`src/rtl/coffee_pkg.sv`:
```
// Shared drink codes, phase encoding and per-drink phase duration table for the brew sequencer.
package coffee_pkg;

  localparam logic [2:0] DRINK_NONE       = 3'd0;
  localparam logic [2:0] DRINK_ESPRESSO   = 3'd1;
  localparam logic [2:0] DRINK_AMERICANO  = 3'd2;
  localparam logic [2:0] DRINK_CAPPUCCINO = 3'd3;
  localparam logic [2:0] DRINK_MOCHA      = 3'd4;

  // Phase values are ordered so that "later phase" is simply a larger encoding.
  typedef enum logic [2:0] {
    ST_IDLE   = 3'd0,
    ST_HEAT   = 3'd1,
    ST_WATER  = 3'd2,
    ST_COFFEE = 3'd3,
    ST_MILK   = 3'd4,
    ST_CHOC   = 3'd5,
    ST_DONE   = 3'd6
  } state_t;

  function automatic logic valid_drink(input logic [2:0] drink);
    return (drink >= DRINK_ESPRESSO) && (drink <= DRINK_MOCHA);
  endfunction

  // Phase duration in ticks; zero means the phase is skipped entirely.
  function automatic logic [3:0] dur(input logic [2:0] drink, input state_t ph);
    logic [3:0] d;
    d = 4'd0;
    case (drink)
      DRINK_ESPRESSO: begin
        case (ph)
          ST_HEAT:   d = 4'd2;
          ST_COFFEE: d = 4'd3;
          default:   d = 4'd0;
        endcase
      end
      DRINK_AMERICANO: begin
        case (ph)
          ST_HEAT:   d = 4'd2;
          ST_WATER:  d = 4'd4;
          ST_COFFEE: d = 4'd3;
          default:   d = 4'd0;
        endcase
      end
      DRINK_CAPPUCCINO: begin
        case (ph)
          ST_HEAT:   d = 4'd2;
          ST_COFFEE: d = 4'd3;
          ST_MILK:   d = 4'd3;
          default:   d = 4'd0;
        endcase
      end
      DRINK_MOCHA: begin
        case (ph)
          ST_HEAT:   d = 4'd2;
          ST_COFFEE: d = 4'd2;
          ST_MILK:   d = 4'd2;
          ST_CHOC:   d = 4'd2;
          default:   d = 4'd0;
        endcase
      end
      default: d = 4'd0;
    endcase
    return d;
  endfunction

  // First phase after cur with a nonzero duration, or DONE if none remain.
  function automatic state_t next_phase(input logic [2:0] drink, input state_t cur);
    state_t n;
    n = ST_DONE;
    for (int p = 5; p >= 1; p--) begin
      if ((p > int'(cur)) && (dur(drink, state_t'(p[2:0])) != 4'd0)) n = state_t'(p[2:0]);
    end
    return n;
  endfunction

endpackage

```
`src/rtl/brew_tick_div.sv`:
```
// Tick prescaler: counts 0..TICK_DIV-1 while enabled and pulses tick on the wrap cycle.
module brew_tick_div #(
  parameter int TICK_DIV = 50_000_000,
  parameter int TICK_W   = 26
) (
  input  logic clk,
  input  logic rst_n,
  input  logic clr,
  input  logic en,
  output logic tick
);

  localparam logic [TICK_W-1:0] CNT_MAX = TICK_W'(TICK_DIV - 1);

  logic [TICK_W-1:0] cnt;

  always_ff @(posedge clk or negedge rst_n) begin
    if (!rst_n) begin
      cnt <= '0;
    end else if (clr) begin
      cnt <= '0;
    end else if (en) begin
      cnt <= (cnt == CNT_MAX) ? '0 : cnt + 1'b1;
    end
  end

  assign tick = en && (cnt == CNT_MAX);

endmodule

```
`src/rtl/brew_sequencer.sv`:
```
// Drink-preparation controller: latches a drink on start and walks its phase sequence to DONE.
// Optional `BREW_CANCEL_EN adds a cancel input that aborts any running sequence back to IDLE.
module brew_sequencer
  import coffee_pkg::*;
#(
  parameter int TICK_DIV = 50_000_000,
  parameter int TICK_W   = 26
) (
  input  logic       clk,
  input  logic       rst_n,
  input  logic [2:0] c_type,
  input  logic       start,
`ifdef BREW_CANCEL_EN
  input  logic       cancel,
`endif
  output logic       heater,
  output logic       valve_water,
  output logic       valve_coffee,
  output logic       valve_milk,
  output logic       valve_choc,
  output logic       busy,
  output logic       done,
  output logic [2:0] drink
);

  state_t     state;
  state_t     state_nxt;
  logic [2:0] drink_q;
  logic [2:0] ld_drink;
  logic [3:0] pcnt;
  logic       latch;
  logic       tick;
  logic       cancel_req;
  logic       entering;

`ifdef BREW_CANCEL_EN
  assign cancel_req = cancel;
`else
  assign cancel_req = 1'b0;
`endif

  assign latch    = (state == ST_IDLE) && start && valid_drink(c_type);
  assign ld_drink = (state == ST_IDLE) ? c_type : drink_q;
  assign entering = (state_nxt != state) && (state_nxt >= ST_HEAT) && (state_nxt <= ST_CHOC);

  brew_tick_div #(
    .TICK_DIV(TICK_DIV),
    .TICK_W  (TICK_W)
  ) u_tick_div (
    .clk  (clk),
    .rst_n(rst_n),
    .clr  (latch),
    .en   (busy),
    .tick (tick)
  );

  // State register together with the latched drink and the per-phase tick counter.
  always_ff @(posedge clk or negedge rst_n) begin
    if (!rst_n) begin
      state   <= ST_IDLE;
      drink_q <= DRINK_NONE;
      pcnt    <= 4'd0;
    end else begin
      state   <= state_nxt;
      drink_q <= (state_nxt == ST_IDLE) ? DRINK_NONE : ld_drink;
      if (entering) begin
        pcnt <= dur(ld_drink, state_nxt) - 4'd1;
      end else if (tick && (pcnt != 4'd0)) begin
        pcnt <= pcnt - 4'd1;
      end
    end
  end

  always_comb begin
    state_nxt = state;
    case (state)
      ST_IDLE: if (latch) state_nxt = next_phase(c_type, ST_IDLE);
      ST_DONE: state_nxt = ST_IDLE;
      default: if (tick && (pcnt == 4'd0)) state_nxt = next_phase(drink_q, state);
    endcase
    if (cancel_req && (state != ST_IDLE)) state_nxt = ST_IDLE;
  end

  // Outputs decode straight from the state flop, so they change only on clock or reset.
  always_comb begin
    heater       = 1'b0;
    valve_water  = 1'b0;
    valve_coffee = 1'b0;
    valve_milk   = 1'b0;
    valve_choc   = 1'b0;
    done         = 1'b0;
    busy         = (state != ST_IDLE);
    drink        = drink_q;
    case (state)
      ST_HEAT:   heater       = 1'b1;
      ST_WATER:  valve_water  = 1'b1;
      ST_COFFEE: valve_coffee = 1'b1;
      ST_MILK:   valve_milk   = 1'b1;
      ST_CHOC:   valve_choc   = 1'b1;
      ST_DONE:   done         = 1'b1;
      default:   ;
    endcase
  end

endmodule

```
`config.mk`:
```
export PLATFORM = sky130hd
export DESIGN_NAME = brew_sequencer
export DESIGN_NICKNAME = d
export VERILOG_FILES = /design/src/rtl/coffee_pkg.sv /design/src/rtl/brew_tick_div.sv /design/src/rtl/brew_sequencer.sv
export SDC_FILE = /design/constraint.sdc
export NUM_CORES = 1
export LEC_CHECK = 0
export CAP_MARGIN = 10
export CORE_ASPECT_RATIO = 1.1
export CORE_MARGIN = 8
export CORE_UTILIZATION = 30
export CTS_BUF_LIST = sky130_fd_sc_hd__clkbuf_16
export DETAILED_ROUTE_END_ITERATION = 7
export PLACE_DENSITY = 0.54
export SLEW_MARGIN = 25
export SYNTH_ARGS = -nofsm -noshare
export SYNTH_HDL_FRONTEND = slang
export SYNTH_HIERARCHICAL = 1
export SYNTH_SLANG_ARGS = --single-unit
```
`constraint.sdc`:
```
create_clock -name clk -period 6.22 [get_ports clk]
set_input_delay 0.622 -clock clk [delete_from_list [all_inputs] [get_ports clk]]
set_output_delay 0.622 -clock clk [all_outputs]
set_load 0.01 [all_outputs]
```
==> impl_metrics.toml <==
[status]
status = "finished clean"

[critical_path]
timing.critical_path.cells = "or4b_1 > or4_1 > nor4_1 > nor4b_4 > a21oi_1 > a221oi_2 > or4b_4 > nand2_4 > mux2_4 > ha_1 > inv_1 > o41ai_1 > o32a_1 > a2bb2oi_2"
cp_top_family = "simple AND/OR/NAND/NOR gates"
cp_slowest_cell = "sky130_fd_sc_hd__or4_1"
critical_path.max_stage_delay_ps = 630
crit-reg2reg-launch = "u_tick_div/cnt[9]$_DFFE_PN0P_"
cp.required_ps = 6430
r2r-end = "pcnt[2]$_DFFE_PN0P_"
cp_buf_inv_count = 1
timing.critical_path.from_type = "register"
rr_worst_depth = 14
worstSetupEndpoint = "pcnt[2]$_DFFE_PN0P_"
timing.critical_path.arrival_ps = 5000
endpoint_kind = "register"
register_to_register_setup_slack_ps = 1430
critical_path_cell_count = 14
worstSetupPathType = "reg -> reg"
critical_path_peak_fanout = 9
startpoint = "u_tick_div/cnt[9]$_DFFE_PN0P_"

[global_route]
globalRouteTotalUtil_pct = 10.9
antenna_found_initial = 0
residual_overflow_from_global_routing = 0
grt_pass1_vias = 2005
grt_first_pass_wirelength_mm = 10.1
grt_max_degree = 37

[clock_network]
cts-root-to-sink-buffers = 2
clk_root_buffer_cell = "sky130_fd_sc_hd__clkbuf_16"
post_cts.repair.setup_buffers = 0
htreeDepth = 2
path_clk_slew_ps = 60
tritoncts = "yes"
cts_repair_resize_count = 0
tritoncts.num_buffers = 5
postCtsHoldBufs = 0
cts_num_sinks = 36
clk_latency_ps = 280

[timing]
rsz0062_at_grt = "no"
skew_ps = 3.57
finalSetupViolations = 0
clock.fmax_ghz = 0.209
worst_pin_slew_ps = 896
tns_ps = 0
min_period_ps = 4790
maxSlewHeadroom_pct = 40.1
final_min_period_over_clock_period_pct = 76.9
finalMaxSlewViolations = 0
number_of_hold_violations_in_the_final_report = 0

[cells_and_area]
final_common_cell = "sky130_fd_sc_hd__dfrtp_1"
layout_area_growth_over_synthesis_pct = 14.8
fin_util_pct = 35.0
commonest_cells_after_routing_fill_and_taps_aside = "36 x sky130_fd_sc_hd__dfrtp_1, 27 x sky130_fd_sc_hd__nand2_1, 26 x sky130_fd_sc_hd__a21oi_1"
finish.net_count = 298
post_route_cells_drive_above_1_share_pct = 10.3
num_antenna_cells = 0

[pwr]
sequentialPowerShare_pct = 44.7
power.net_switching_uw = 101
vdd_ir_drop_max_v = 0.000110
p_comb_share_pct = 1.7
power.clock.fraction_pct = 53.6
p_int_uw = 424
power_density_over_the_cells_nw_per_um2 = 181
p_leak_uw = 0.00107
switching_power_as_a_share_of_total_power_pct = 19.2

[placement]
routabilityCongestion = 0.825
buffers_added_on_ports = 15
hpwl_mm = 4.27

[logic_synthesis]
synth_top_family_by_area = "simple AND/OR/NAND/NOR gates"
synth_compound_gate_area_share_pct = 24.1
synthAdderAreaFrac_pct = 0.991
synth_nets = 289
synth_xor_xnor_area_share_pct = 2.43
synthMuxAreaShare_pct = 2.97
netlist_area_sq_um = 2520
synth.distinct_cells = 62
synth_simple_gate_area_share_pct = 28.4
cells_after_synthesis = 281
ys_warn_count = 6
synth_async_sr_flop_share_pct = 100
synth_enable_flop_cells = 0
synth_area_per_cell_sq_um = 8.99
postSynthRegisterBits = 36
sequential_to_total_area_share_from_yosys_stat_pct = 35.7
yosys_most_used_dff = "sky130_fd_sc_hd__dfrtp_1"

[route]
viasPerCell = 5.40
ant_nets = 0
route.final.wire_length_mm = 5.99
dr_total_vias = 2169
met2_wirelength_mm = 2.75
detailedRoute.firstPassIterationCount = 4
drt_drc_violations_left = 0
drt-met1-wl_mm = 2.87
wl_met3_microns = 263
routed.top_layer = "met4"
detail_route.wl_per_cell_microns = 14.9
drt_first_iter_violations = 104

[floorplanning]
die_area_sq_um = 11600
fp.dieW_microns = 103
die_h_microns = 112
core_area_sq_um = 8280
ios = 16
rows = 35
initial_utilization_pct = 30.5

[worst_hold_path]
hold_path.class = "in -> async"

[run]
max_cap_viol_count = 0
[power groups by stage]
stage | Clock [uW] | Combinational [uW] | Sequential, uW
after floorplan | 0 | 0.834 | 239
after global placement | 0 | 9.61 | 238
after detailed placement | 0 | 9.62 | 238
after CTS | 292 | 9.70 | 234
after global routing | 303 | 11.0 | 234
final | 281 | 9.05 | 234
[registers in the layout, summed over array words and instances, names as in the netlist]
name / count
pcnt: 4
state: 3
drink: 3
u_tick_div/cnt: 26
[cell type report]
cell class	instances	area [sq um]
Fill cell	856	5380
Multi-Input combinational cell	217	1490
Sequential cell	36	901
Timing Repair Buffer	16	153
Tap cell	111	139
Clock buffer	5	125
Inverter	14	55.1
Clock inverter	3	38.8
[metal layers]
layer	up-vias	global-route usage, %
li1	1100	-
met1	1026	13.9
met2	35	17.0
met3	8	2.60
met4	0	4.44
met5	-	0
[worst register-to-register path: cells and delay by family, from the launching register on]
family | cells | cell delay [ps]
buffers and inverters | 1 | 70
AO/OA/AOI/OAI | 5 | 1070
adder cells (fa/ha/maj) | 1 | 190
multiplexers | 1 | 300
AND/OR/NAND/NOR | 6 | 2670
flip-flops | 1 | 410
[worst min-delay path by stage]
stage	startpoint	end	slack (ps)	cells after the start
after floorplan	rst_n	drink[0]$_DFF_PN0_	330	0
after global placement	u_tick_div/cnt[25]$_DFFE_PN0P_	u_tick_div/cnt[25]$_DFFE_PN0P_	540	2
after global routing	rst_n	u_tick_div/cnt[25]$_DFFE_PN0P_	530	1
after detailed placement	u_tick_div/cnt[25]$_DFFE_PN0P_	u_tick_div/cnt[25]$_DFFE_PN0P_	550	2
after CTS	rst_n	u_tick_div/cnt[25]$_DFFE_PN0P_	480	1
final	rst_n	u_tick_div/cnt[15]$_DFFE_PN0P_	440	1
[metrics by stage]
stage | worst slack [ps] | std cells | hold slack (ps) | power [uW] | cell area [sq um]
6_report | 1430 | 402 | 439 | 525 | 2900
5_1_grt | 1200 | 402 | 528 | 548 | 2900
4_1_cts | 1440 | 402 | 478 | 536 | 2900
3_5_place_dp | 1460 | 394 | 551 | 248 | 2730
3_3_place_gp | 1530 | 394 | 545 | 248 | 2730
2_1_floorplan | 1830 | 281 | 326 | 239 | 2520
[cells by family after synthesis]
logic type               Yosys count
AND/OR/NAND/NOR                  122
XOR/XNOR                           7
multiplexers                       7
AO/OA/AOI/OAI                     79
flip-flops                        36
buffers and inverters             28
adder cells (fa/ha/maj)            2
[Yosys cell counts, types with 2 or more instances]
master                       n  area share [%]
sky130_fd_sc_hd__a211oi_2    2            0.99
sky130_fd_sc_hd__a21oi_1    26             5.2
sky130_fd_sc_hd__a31o_2      2            0.69
sky130_fd_sc_hd__a31oi_1     5             1.2
sky130_fd_sc_hd__and3_1      3            0.74
sky130_fd_sc_hd__buf_2       2            0.40
sky130_fd_sc_hd__buf_4       3            0.89
sky130_fd_sc_hd__buf_6       2            0.89
sky130_fd_sc_hd__clkbuf_1    6            0.89
sky130_fd_sc_hd__dfrtp_1    36              36
sky130_fd_sc_hd__ha_1        2            0.99
sky130_fd_sc_hd__inv_1      13             1.9
sky130_fd_sc_hd__mux2i_1     6             2.4
sky130_fd_sc_hd__nand2_1    27             4.0
sky130_fd_sc_hd__nand2b_1    2            0.50
sky130_fd_sc_hd__nand3_1     9             1.8
sky130_fd_sc_hd__nand3b_1    2            0.59
sky130_fd_sc_hd__nand4_1     8             2.0
sky130_fd_sc_hd__nor2_1     15             2.2
sky130_fd_sc_hd__nor2b_1     2            0.50
sky130_fd_sc_hd__nor3_1     10             2.0
sky130_fd_sc_hd__nor4_1      7             1.7
sky130_fd_sc_hd__o2111ai_1   2            0.69
sky130_fd_sc_hd__o21ai_0    12             2.4
sky130_fd_sc_hd__o311ai_0    3             1.0
sky130_fd_sc_hd__o31ai_1    11             3.3
sky130_fd_sc_hd__o41ai_1     2            0.69
sky130_fd_sc_hd__or3_1      11             2.7
sky130_fd_sc_hd__or3b_1      2            0.69
sky130_fd_sc_hd__or4_1      10             3.0
sky130_fd_sc_hd__or4b_4      2             1.1
sky130_fd_sc_hd__xnor2_1     3             1.0
sky130_fd_sc_hd__xor2_1      4             1.4
(Power assumes the default switching activity.)
==> edit 1: new RTL, config.mk and constraints unchanged <==
`TICK_W` is set to 26 in 2 places; all go to 34.
--- a/src/rtl/brew_tick_div.sv
+++ b/src/rtl/brew_tick_div.sv
@@ -1,7 +1,7 @@
 // Tick prescaler: counts 0..TICK_DIV-1 while enabled and pulses tick on the wrap cycle.
 module brew_tick_div #(
   parameter int TICK_DIV = 50_000_000,
-  parameter int TICK_W   = 26
+  parameter int TICK_W   = 34
 ) (
   input  logic clk,
   input  logic rst_n,
--- a/src/rtl/brew_sequencer.sv
+++ b/src/rtl/brew_sequencer.sv
@@ -4,7 +4,7 @@
   import coffee_pkg::*;
 #(
   parameter int TICK_DIV = 50_000_000,
-  parameter int TICK_W   = 26
+  parameter int TICK_W   = 34
 ) (
   input  logic       clk,
   input  logic       rst_n,
Check against the original RTL: no difference found for any inputs over 10 cycles, from zero or initial values and one cycle with rst_n low; that may be too few to reach the edited logic, so the function may still have changed.
==> edit 1 against the unedited design <==
  * Sequential cell count is 8 higher
  * Power increased by 13%
  * Wire length up 20%
  * Design area rose by 18%
  * Highest routed layer unchanged
  * Die area grew 16%
  * Clock skew grew 0.0024 ns
  * Area after synthesis increased by 19%
  * Setup slack better by 0.34 ns
==> edit 1: results (changes against the unedited design) <==
- The post-route clock skew is 0.00593 ns (+0.00236 ns).
- The combinational group power is 0.0127 mW (+40%).
- The mean number of vias per cell is 5.44 (+0.79%).
- The final RePlAce weighted congestion is 0.803 (-2.7%).
- The delay of the slowest cell on the worst path is 0.71 ns (+0.08 ns).
- The final HPWL from detailed placement came to 5290 µm (+24%).
- The xor and xnor fraction of the mapped netlist area is 0.0643 (+0.0400).
- The share of layout cells above drive strength 1 is 0.109 (+0.00541).
- The met2 layer usage reported by global route was 0.183 (+0.0127).
- After synthesis, the most frequently instantiated cells are sky130_fd_sc_hd__dfrtp_1 (44), sky130_fd_sc_hd__nor2_1 (41), sky130_fd_sc_hd__nand2_1 (34).
- The endpoint arrival time on the critical path is 4.66 ns (-0.34 ns).
- The number of nets at the end of the flow is 348 (+17%).
- The count of distinct cell types in the synthesized netlist came to 66 (+6.5%).
- The register fraction of the total cell area is 0.322 (+0.0112).
- Sorting the synthesized cells by area gives the leading types as sky130_fd_sc_hd__dfrtp_1 (37%), sky130_fd_sc_hd__nor2_1 (5.1%), sky130_fd_sc_hd__xor2_1 (5.0%), sky130_fd_sc_hd__nand2_1 (4.3%), sky130_fd_sc_hd__nand3_1 (3.5%).
- The worst slack at placement is 1.82 ns (+0.360 ns).
- The share of the synthesized area in compound gates (AO/OA/AOI/OAI) was 0.168 (-0.0731).
- The synthesized net count came to 335 (+16%).
- The met2 wirelength from detailed routing is 3370 µm (+23%).
- The relative area of clock buffers and inverters in the final design is 0.0480 (-0.00861).
- The met1 routing resource usage after global routing came to 0.132 (-0.00682).
- The cell at the slowest stage of the critical path is sky130_fd_sc_hd__nor3_2.
- The number of clock sinks seen by CTS was 44 (+22%).
- The overall global routing resource usage was 0.108 (-0.000767).
- In the final layout, the registers with the most flip-flops are u_tick_div/cnt: 34 flops, pcnt: 4 flops.
- The flow ran to the end, and the final reports show no timing, DRC or antenna violations.
- The first element of the critical path is state[2]$_DFF_PN0_.
- The met3 wire length is 232 µm (-12%).
- The synthesized-area fraction occupied by adder cells is 0.00835 (-0.00156).
- The maximum fanout along the worst path is 13 (+4).
- The final-layout fill cell count was 1,011 (+18%).
- The number of global-route vias before repair is 2,511 (+25%).
- The count of inverters other than clock inverters in the layout is 13 (-1).
- The pin count of the biggest net entering global routing is 25 (-32%).
- The proportion of final cell area spent on non-clock buffers is 0.0505 (-0.00216).
- The global-route wire length before repair is 12,400 µm (+23%).
-- edit 1: changes by cell type after synthesis, moves of 8 or more --
cell                      before  now
sky130_fd_sc_hd__xor2_1        4   17
sky130_fd_sc_hd__nor2_1       15   41
sky130_fd_sc_hd__a21oi_1      26    8
sky130_fd_sc_hd__dfrtp_1      36   44
sky130_fd_sc_hd__or4_1        10    0
sky130_fd_sc_hd__o31ai_1      11    3
sky130_fd_sc_hd__nand3_1       9   21
-- edit 1: worst reg2reg max path: cells and delay by family (launching register included) --
family | cells | cell delay [ns]
flip-flops | 1 | 0.50
AND/OR/NAND/NOR | 6 | 1.97
AO/OA/AOI/OAI | 4 | 1.03
multiplexers | 1 | 0.30
adder cells (fa/ha/maj) | 1 | 0.19
buffers and inverters | 2 | 0.39
-- edit 1: metrics by stage --
stage	cells	power [mW]	hold WS, ns
detailed placement	453	0.305	0.525
global placement	452	0.302	0.525
CTS	461	0.604	0.367
finish	461	0.593	0.346
floorplan	327	0.292	0.326
global route	461	0.614	0.393
==> edit 2: new RTL, same flow settings <==
Made on the original files. Reset style: synchronous (`rst_n`), changed in 2 clocked blocks.
--- a/src/rtl/brew_tick_div.sv
+++ b/src/rtl/brew_tick_div.sv
@@ -14,7 +14,7 @@
 
   logic [TICK_W-1:0] cnt;
 
-  always_ff @(posedge clk or negedge rst_n) begin
+  always_ff @(posedge clk) begin
     if (!rst_n) begin
       cnt <= '0;
     end else if (clr) begin
--- a/src/rtl/brew_sequencer.sv
+++ b/src/rtl/brew_sequencer.sv
@@ -55,7 +55,7 @@
   );
 
   // State register together with the latched drink and the per-phase tick counter.
-  always_ff @(posedge clk or negedge rst_n) begin
+  always_ff @(posedge clk) begin
     if (!rst_n) begin
       state   <= ST_IDLE;
       drink_q <= DRINK_NONE;
Check against the original RTL: differs if rst_n is asserted again (counterexample within 4 cycles, from zero or initial values and one cycle with rst_n low); with rst_n held inactive, the same outputs for 10 cycles.
==> edit 2 against the unedited design <==
  * Area after synthesis shrank 14%
  * Design area shrank 11%
  * Count of clock-buffer cells in the layout is the same
  * Hold slack gained 0.052 ns
  * Wire length shrank 17%
  * Sequential cell count is the same
  * Setup slack gained 0.54 ns
  * Synthesized cell count shrank 8.9%
Power is not compared: it rests on default switching activity, and its combinational part moved more than twofold at a synthesized area within 25%.
==> edit 2: results (changes against the unedited design) <==
- The run finished with clean final reports.
- The final-layout fill cell count came to 709 (-17%).
- The kind of path behind the tightest hold check is reg -> reg.
- The cell at the slowest stage of the critical path is sky130_fd_sc_hd__dfxtp_1.
- Sequential cells consume a total of 0.240 mW.
- The number of global-route vias before repair is 1,872 (-6.6%).
- The count of placed standard cells in the final layout, fillers left out is 357 (-11%).
- The final hold slack is 0.491 ns (+0.0520 ns).
- The proportion of register bits with asynchronous set or reset after synthesis is 0 (-1.00).
- The footprint of the multi-input gates is 1340 µm² (-9.9%).
- The pin count of the biggest net entering global routing is 25 (-32%).
- The number of nets at the end of the flow came to 280 (-6.0%).
- The overall routed net length is 4960 µm (-17%).
- On the critical path the largest part of the delay comes from compound AO/OA/AOI/OAI gates.
- The commonest cells after synthesis are sky130_fd_sc_hd__dfxtp_1 (36), sky130_fd_sc_hd__nor2_1 (27), sky130_fd_sc_hd__a21oi_1 (18).
- The internal reg-to-reg setup slack is 1.97 ns (+0.54 ns).
- The final HPWL from detailed placement is 3550 µm (-17%).
- The mean number of vias per cell is 5.50 (+1.9%).
- The final RePlAce weighted congestion is 0.807 (-2.2%).
- The transition time at the pin with the least slew margin is 0.588 ns (-0.308 ns).
- The share of layout cells above drive strength 1 is 0.110 (+0.00720).
- The number of cells traversed by the worst register-to-register path is 14 (unchanged).
- The endpoint of the worst register-to-register path is pcnt[2]$_SDFFE_PN0P_.
- The first element of the critical path is state[1]$_SDFF_PN0_.
- The sequential-to-total area share from yosys stat is 0.332 (-0.0244).
- The post-place instance area is 2360 µm² (-14%).
- The largest registers in the layout are u_tick_div/cnt: 26 flops, pcnt: 4 flops.
- The mean area per synthesized cell is 8.47 µm² (-5.7%).
- The delay of the slowest cell on the worst path is 0.66 ns (+0.03 ns).
- The count of distinct cell types in the synthesized netlist is 59 (-4.8%).
- The synthesized net count is 265 (-8.3%).
- The cell count after placement is 349 (-11%).
- The most common flop cell mapped by yosys is sky130_fd_sc_hd__dfxtp_1.
- The post-route clock skew is 0.00344 ns (-0.000130 ns).
- The endpoint arrival time on the critical path is 4.44 ns (-0.56 ns).
- The worst-case clock buffer depth is 2 (unchanged).
- The overall global routing resource usage is 0.101 (-0.00766).
- The maximum fanout along the worst path came to 15 (+6).
- The global-route wire length before repair was 8780 µm (-13%).
- The violation count after the first detailed-routing iteration is 64 (-38%).
- Ranked by total cell area, the synthesized netlist is headed by sky130_fd_sc_hd__dfxtp_1 (33%), sky130_fd_sc_hd__nor2_1 (4.7%), sky130_fd_sc_hd__a21oi_1 (4.2%), sky130_fd_sc_hd__mux2i_1 (3.2%), sky130_fd_sc_hd__xor2_1 (3.2%).
[edit 2: changes by cell type after synthesis, moves of 5 or more]
cell	unedited run	this run
sky130_fd_sc_hd__clkbuf_1	6	0
sky130_fd_sc_hd__dfxtp_1	0	36
sky130_fd_sc_hd__nand2_1	27	13
sky130_fd_sc_hd__nor2_1	15	27
sky130_fd_sc_hd__nor4_1	7	2
sky130_fd_sc_hd__a21oi_1	26	18
sky130_fd_sc_hd__dfrtp_1	36	0
[edit 2: cell type report]
type / count / share of cell area
clock buffer: 5 / 0.0486
clock inverter: 3 / 0.0350
inverter: 10 / 0.0146
multi-input combinational: 202 / 0.520
sequential: 36 / 0.280
tap: 85 / 0.0413
timing repair buffer: 16 / 0.0612
[edit 2: worst max-delay path by stage]
stage / slack [ns] / endpoint
after floorplan: 2.59 / pcnt[2]$_SDFFE_PN0P_
after global placement: 2.16 / pcnt[2]$_SDFFE_PN0P_
after detailed placement: 2.03 / pcnt[2]$_SDFFE_PN0P_
after CTS: 2.03 / pcnt[2]$_SDFFE_PN0P_
after global routing: 1.59 / pcnt[2]$_SDFFE_PN0P_
final: 1.97 / pcnt[2]$_SDFFE_PN0P_
[edit 2: metal layers]
layer / global-route usage / routed length (µm) / share of wire / vias up
li1: - / - / - / 998
met1: 0.118 / 2250 / 0.45 / 931
met2: 0.167 / 2420 / 0.49 / 28
met3: 0.0296 / 217 / 0.044 / 6
met4: 0.0462 / 65 / 0.013 / 0
met5: 0 / 0 / 0 / -
[edit 2: kinds of logic after synthesis]
family	after synthesis	synth area share
muxes	7	0.0323
AOI/OAI and AO/OA	61	0.187
adders and majority gates	3	0.0173
and+or+nand+nor	116	0.318
buffers and inverters	18	0.0525
DFF	36	0.332
xor gates and xnor gates	15	0.0606
